$ cat src/rtl/quad_encoder_bank.sv
// quad_encoder_bank
//   N-channel quadrature encoder counter with illegal-transition detection
//   and a one-cycle read port.
//
//   Optional feature macro: QENC_DEBOUNCE_EN
//     When defined, every synchronised pin passes through a glitch filter that
//     follows its input only after DEB_CYC consecutive differing samples.
//     Pin-to-count latency is then 3+DEB_CYC cycles instead of 3.
//
//   Parameters
//     NCH       number of channels (1..8)
//     CW        counter width, two's-complement signed
//     SATURATE  0: wrap modulo 2^CW, 1: clamp at the signed limits
//     DEB_CYC   glitch filter length in cycles (>=1, debounce build only)
//
//   Ports
//     wb_clk_i   system clock
//     wb_rst_i   synchronous reset, active-high
//     enc_a      phase A per channel (asynchronous)
//     enc_b      phase B per channel (asynchronous)
//     clr        per-channel counter clear pulse
//     rd_stb     read request pulse
//     rd_sel     channel to read
//     rd_valid   read data valid pulse, one cycle after rd_stb
//     rd_count   counter of the selected channel, sampled at rd_stb
//     rd_err     sticky illegal-transition flag of the selected channel
module quad_encoder_bank #(
    parameter int NCH      = 3,
    parameter int CW       = 16,
    parameter int SATURATE = 0,
    parameter int DEB_CYC  = 4
) (
    input  logic           wb_clk_i,
    input  logic           wb_rst_i,
    input  logic [NCH-1:0] enc_a,
    input  logic [NCH-1:0] enc_b,
    input  logic [NCH-1:0] clr,
    input  logic           rd_stb,
    input  logic [2:0]     rd_sel,
    output logic           rd_valid,
    output logic [CW-1:0]  rd_count,
    output logic           rd_err
);

    typedef enum logic [1:0] {
        STEP_NONE,
        STEP_FWD,
        STEP_REV,
        STEP_ILL
    } step_e;

    localparam int unsigned NPIN = 2 * NCH;
    localparam logic [CW-1:0] CNT_MAX = {1'b0, {(CW-1){1'b1}}};
    localparam logic [CW-1:0] CNT_MIN = {1'b1, {(CW-1){1'b0}}};

    // Pin vector layout: [NCH-1:0] are the A phases, [2*NCH-1:NCH] the B phases.
    logic [NPIN-1:0] sync1_q;
    logic [NPIN-1:0] sync2_q;
    logic [NPIN-1:0] pin_v;

    always_ff @(posedge wb_clk_i) begin
        if (wb_rst_i) begin
            sync1_q <= '0;
            sync2_q <= '0;
        end else begin
            sync1_q <= {enc_b, enc_a};
            sync2_q <= sync1_q;
        end
    end

`ifdef QENC_DEBOUNCE_EN
    localparam int DEB_W = (DEB_CYC > 1) ? $clog2(DEB_CYC) : 1;
    // Warm-up also covers the filter settling onto pins held steady through reset.
    localparam int WARM  = 2 + DEB_CYC;

    logic [NPIN-1:0]  filt_q;
    logic [DEB_W-1:0] deb_q [NPIN];

    always_ff @(posedge wb_clk_i) begin
        if (wb_rst_i) begin
            filt_q <= '0;
            for (int unsigned i = 0; i < NPIN; i++) begin
                deb_q[i] <= '0;
            end
        end else begin
            for (int unsigned i = 0; i < NPIN; i++) begin
                if (sync2_q[i] == filt_q[i]) begin
                    deb_q[i] <= '0;
                end else if (deb_q[i] == DEB_W'(DEB_CYC - 1)) begin
                    filt_q[i] <= sync2_q[i];
                    deb_q[i]  <= '0;
                end else begin
                    deb_q[i] <= deb_q[i] + 1'b1;
                end
            end
        end
    end

    assign pin_v = filt_q;
`else
    // DEB_CYC only matters to the debounce build; referenced here so both
    // builds share one parameter list.
    localparam int WARM = 2 + 0 * DEB_CYC;

    assign pin_v = sync2_q;
`endif

    // The synchroniser holds reset zeros for its first two cycles; priming is
    // deferred until it (and the filter, if present) carries real pin data so
    // that pins held high through reset release are not seen as a jump.
    localparam int WW = $clog2(WARM + 1);

    logic [WW-1:0] warm_q;
    logic          primed_q;
    logic [1:0]    cur_s  [NCH];
    logic [1:0]    prev_q [NCH];
    step_e         step   [NCH];
    logic [CW-1:0] cnt_q  [NCH];
    logic [NCH-1:0] err_q;
    logic [CW-1:0] sel_cnt;
    logic          sel_err;

    always_comb begin
        for (int unsigned i = 0; i < NCH; i++) begin
            cur_s[i] = {pin_v[i], pin_v[NCH+i]};
            step[i]  = STEP_NONE;
            if (primed_q && cur_s[i] != prev_q[i]) begin
                case ({prev_q[i], cur_s[i]})
                    4'b00_10, 4'b10_11, 4'b11_01, 4'b01_00: step[i] = STEP_FWD;
                    4'b00_01, 4'b01_11, 4'b11_10, 4'b10_00: step[i] = STEP_REV;
                    default:                                 step[i] = STEP_ILL;
                endcase
            end
        end
    end

    always_ff @(posedge wb_clk_i) begin
        if (wb_rst_i) begin
            warm_q   <= '0;
            primed_q <= 1'b0;
            err_q    <= '0;
            for (int unsigned i = 0; i < NCH; i++) begin
                prev_q[i] <= '0;
                cnt_q[i]  <= '0;
            end
        end else begin
            if (!primed_q) begin
                if (warm_q == WW'(WARM)) begin
                    primed_q <= 1'b1;
                end else begin
                    warm_q <= warm_q + 1'b1;
                end
            end
            for (int unsigned i = 0; i < NCH; i++) begin
                prev_q[i] <= cur_s[i];

                if (clr[i]) begin
                    cnt_q[i] <= '0;
                end else begin
                    case (step[i])
                        STEP_FWD: begin
                            if (!(SATURATE != 0 && cnt_q[i] == CNT_MAX)) begin
                                cnt_q[i] <= cnt_q[i] + CW'(1);
                            end
                        end
                        STEP_REV: begin
                            if (!(SATURATE != 0 && cnt_q[i] == CNT_MIN)) begin
                                cnt_q[i] <= cnt_q[i] - CW'(1);
                            end
                        end
                        default: ;
                    endcase
                end

                // A new illegal transition outranks the read-side clear.
                if (step[i] == STEP_ILL) begin
                    err_q[i] <= 1'b1;
                end else if (rd_stb && rd_sel == 3'(i)) begin
                    err_q[i] <= 1'b0;
                end
            end
        end
    end

    // Out-of-range selects fall through to zeros.
    always_comb begin
        sel_cnt = '0;
        sel_err = 1'b0;
        for (int unsigned i = 0; i < NCH; i++) begin
            if (rd_sel == 3'(i)) begin
                sel_cnt = cnt_q[i];
                sel_err = err_q[i];
            end
        end
    end

    always_ff @(posedge wb_clk_i) begin
        if (wb_rst_i) begin
            rd_valid <= 1'b0;
            rd_count <= '0;
            rd_err   <= 1'b0;
        end else begin
            rd_valid <= rd_stb;
            if (rd_stb) begin
                rd_count <= sel_cnt;
                rd_err   <= sel_err;
            end
        end
    end

endmodule
$ cat config.mk
export PLATFORM = sky130hd
export DESIGN_NAME = quad_encoder_bank
export DESIGN_NICKNAME = d
export VERILOG_FILES = /design/src/rtl/quad_encoder_bank.sv
export SDC_FILE = /design/constraint.sdc
export NUM_CORES = 1
export LEC_CHECK = 0
export BUFFER_PORTS_ARGS = -buffer_cell sky130_fd_sc_hd__clkbuf_2
export CORE_MARGIN = 3
export CORE_UTILIZATION = 45
export DETAILED_ROUTE_END_ITERATION = 6
export GPL_TIMING_DRIVEN = 0
export MAX_ROUTING_LAYER = met4
export PLACE_DENSITY = 0.7
export SLEW_MARGIN = 0
export SYNTH_ARGS = -nofsm -noshare
export SYNTH_HDL_FRONTEND = slang
export SYNTH_SLANG_ARGS = --single-unit
$ cat constraint.sdc
create_clock -name wb_clk_i -period 6.6 [get_ports wb_clk_i]
set_input_delay 0.33 -clock wb_clk_i [delete_from_list [all_inputs] [get_ports wb_clk_i]]
set_output_delay 0.33 -clock wb_clk_i [all_outputs]
set_load 0.1 [all_outputs]
==> flow_summary.json <==
{
  "status": "completed",
  "synth_cells": 647,
  "die_h_um": 117.2,
  "hold_buffers": 0,
  "syn2layout_area_growth_pct": 11.69,
  "worst_slew_pin_slew_ns": 1.024,
  "grt_pass1_vias": 4982,
  "cts.sinks": 90,
  "r2r-end": "cnt_q[2][15]$_SDFFCE_PN0P_",
  "numCtsBuffers": 9,
  "synth_nets": 682,
  "hold_path_depth": 2,
  "route.detailed.drc": 0,
  "final_util_pct": 52.88,
  "cts.repair.resized": 0,
  "ys_types": 56,
  "cts_tree": "done",
  "firstDrtPassIters": 7,
  "rsz0062_at_grt": "no",
  "clkSlewWorstSetupHoldPaths_ns": 0.07,
  "vias": 5092,
  "synthFlopType": "edfxtp_1",
  "post_cts_buffers": 0,
  "rr_worst_depth": 11,
  "yosysTopAreaCellShare_pct": 25.89,
  "ys_seq_area_share_pct": 40.99,
  "netlist_area_um2": 5568,
  "core_um2": 11760,
  "drive_gt1_share_pct": 8.790,
  "crit_type": "reg2reg",
  "cts.root.buffer_cell": "clkbuf_16",
  "rrSetupSlack_ns": 3.11,
  "fmax_ghz": 0.2867,
  "numPortBuffers": 31,
  "finalSetupViolations": 0,
  "crit_fanout": 14,
  "dpl.hpwl_um": 10780,
  "dieArea_um2": 13740,
  "drt_iter0_markers": 490,
  "postSynth.asyncResetShare_pct": 0,
  "crit_arrival_ns": 3.58,
  "synthTopCellsByArea": "edfxtp_1, dfxtp_1, nor2_1",
  "ys_ff_latch": 90,
  "grt_pass1_wl_um": 24090,
  "htreeDepth": 3,
  "ir_drop_mv": 0.1541,
  "gp_congestion": 0.8733,
  "cp-startpoint": "primed_q$_SDFF_PP0_",
  "layout.nets": 724,
  "hold_viol_final": 0,
  "slew_violations": 0,
  "worstSkewPairLatency_ns": 0.35,
  "finalPower_w": 0.001467,
  "whs_ns": 0.1871,
  "wl_um": 14780,
  "start_util_pct": 47.35,
  "cts_buffer_depth": 2,
  "wl_per_cell_um": 17.23,
  "syn_area_per_cell_um2": 8.606,
  "power_density_nw_per_um2": 235.9,
  "tns_ns": 0,
  "antennaDiodeCount": 0,
  "antenna_found_initial": 0,
  "min_from": "enc_b[1]",
  "fin_ws_ns": 3.112,
  "max_slew_margin_pct": 31.21,
  "grt_util_all_layers_pct": 23.19,
  "period_minus_slack_ns": 3.488,
  "critPathRequiredTime_ns": 6.69,
  "ios": 33,
  "grt_max_degree": 17,
  "viasPerCell": 5.935,
  "rows": 39,
  "yosys.area.top_type": "edfxtp_1",
  "ant_nets": 0,
  "period_share_pct": 52.84,
  "grt-ovfl-total": 0,
  "synth_warnings": 0,
  "maxCapViolations": 0,
  "post-place-ws_ns": 3.180,
  "die_w_um": 117.2,
  "start_kind": "register",
  "hold_path_end": "sync1_q[4]$_SDFF_PP0_",
  "rr_startpoint": "primed_q$_SDFF_PP0_",
  "synth.most_common_cell": "nor2_1",
  "synth_edf_count": 48,
  "p_leak_nw": 2.335,
  "synth_common_cells": "nor2_1, nand2_1, a21oi_1",
  "min_path_type": "in2reg",
  "cp-end-kind": "register",
  "fin_skew_ns": 0.009095
}
[placed cells by master, fill, tap and decap left out, types with 4 or more instances in the layout]
cell       count
nor3_1        21
and3_1         6
ha_1          19
edfxtp_1      48
a22oi_1        7
nand2_1       64
o21ai_0       49
a31oi_1        8
a211oi_1       8
nor2b_1       43
nand3_1       16
a21oi_1       51
o22ai_1        8
nand2b_1       7
clkbuf_16     10
o22a_1         5
dfxtp_1       42
mux2i_1       17
a21o_1         4
xor2_1        13
nor2_1        77
nor4_1         4
buf_1          4
inv_1         13
a221oi_1       6
xnor2_1       12
clkbuf_1      31
nand4_1        4
clkbuf_2      31
nor3b_1        6
a32oi_1        5
[cell families after synthesis]
family / share of synthesized area (%)
simple gates: 24.43
compound gates: 19.39
mux: 3.056
fa+ha+maj: 4.629
buf+inv: 3.573
flops: 40.99
xor+xnor: 3.933
[metal layers]
layer	track usage, %	share of wire (%)	up-vias
li1	-	-	2444
met1	27.14	43	2425
met2	38.69	50	188
met3	4.267	5.0	35
met4	10.47	2.6	0
met5	-	0	-
[registers in the layout, indices dropped and copies added, names as in the netlist]
name      flops
cnt_q        48
err_q         3
pin_v         6
prev_q        6
primed_q      1
rd_count     16
rd_err        1
rd_valid      1
sync1_q       6
warm_q        2
[where the power goes]
| group | switching (W) | internal (W) |
|---|---|---|
| registers | 0.0000519 | 0.000646 |
| clock network | 0.000225 | 0.000288 |
| logic | 0.000166 | 0.0000901 |
| total | 0.000443 | 0.00102 |
[worst max-delay path, cell delays in order (launching register included)]
cell and delay [ns]:
dfxtp_1 0.50, nand2b_1 0.16, nor2_1 0.15, nand3_1 0.18, inv_1 0.44, ha_1 0.35
a211oi_1 0.38, nor2_1 0.17, a211oi_1 0.46, o21ba_2 0.26, xnor2_1 0.12, nor2_1 0.05
[per-stage QoR]
stage | area, um2 | cells
floorplan | 5568 | 647
global placement | 5928 | 842
detailed placement | 5928 | 842
CTS | 6218 | 858
global route | 6218 | 858
finish | 6218 | 858
[layout make-up]
class | instances | area, um2
repair buffers | 31 | 155.1
inverters | 13 | 48.80
multi-input cells | 508 | 3087
clock inverters | 4 | 22.52
well taps | 164 | 205.2
fillers | 1070 | 5542
clock buffers | 12 | 267.8
flip-flops and latches | 90 | 2282
plain buffers | 36 | 150.1
[worst max-delay path by stage]
stage                                             to  depth (start not counted)
after global routing      cnt_q[2][15]$_SDFFCE_PN0P_                         11
after detailed placement  cnt_q[2][15]$_SDFFCE_PN0P_                         12
after CTS                 cnt_q[2][15]$_SDFFCE_PN0P_                         11
after global placement    cnt_q[2][15]$_SDFFCE_PN0P_                         12
after floorplan           cnt_q[2][15]$_SDFFCE_PN0P_                         11
final                     cnt_q[2][15]$_SDFFCE_PN0P_                         11
(Power assumes the default switching activity.)
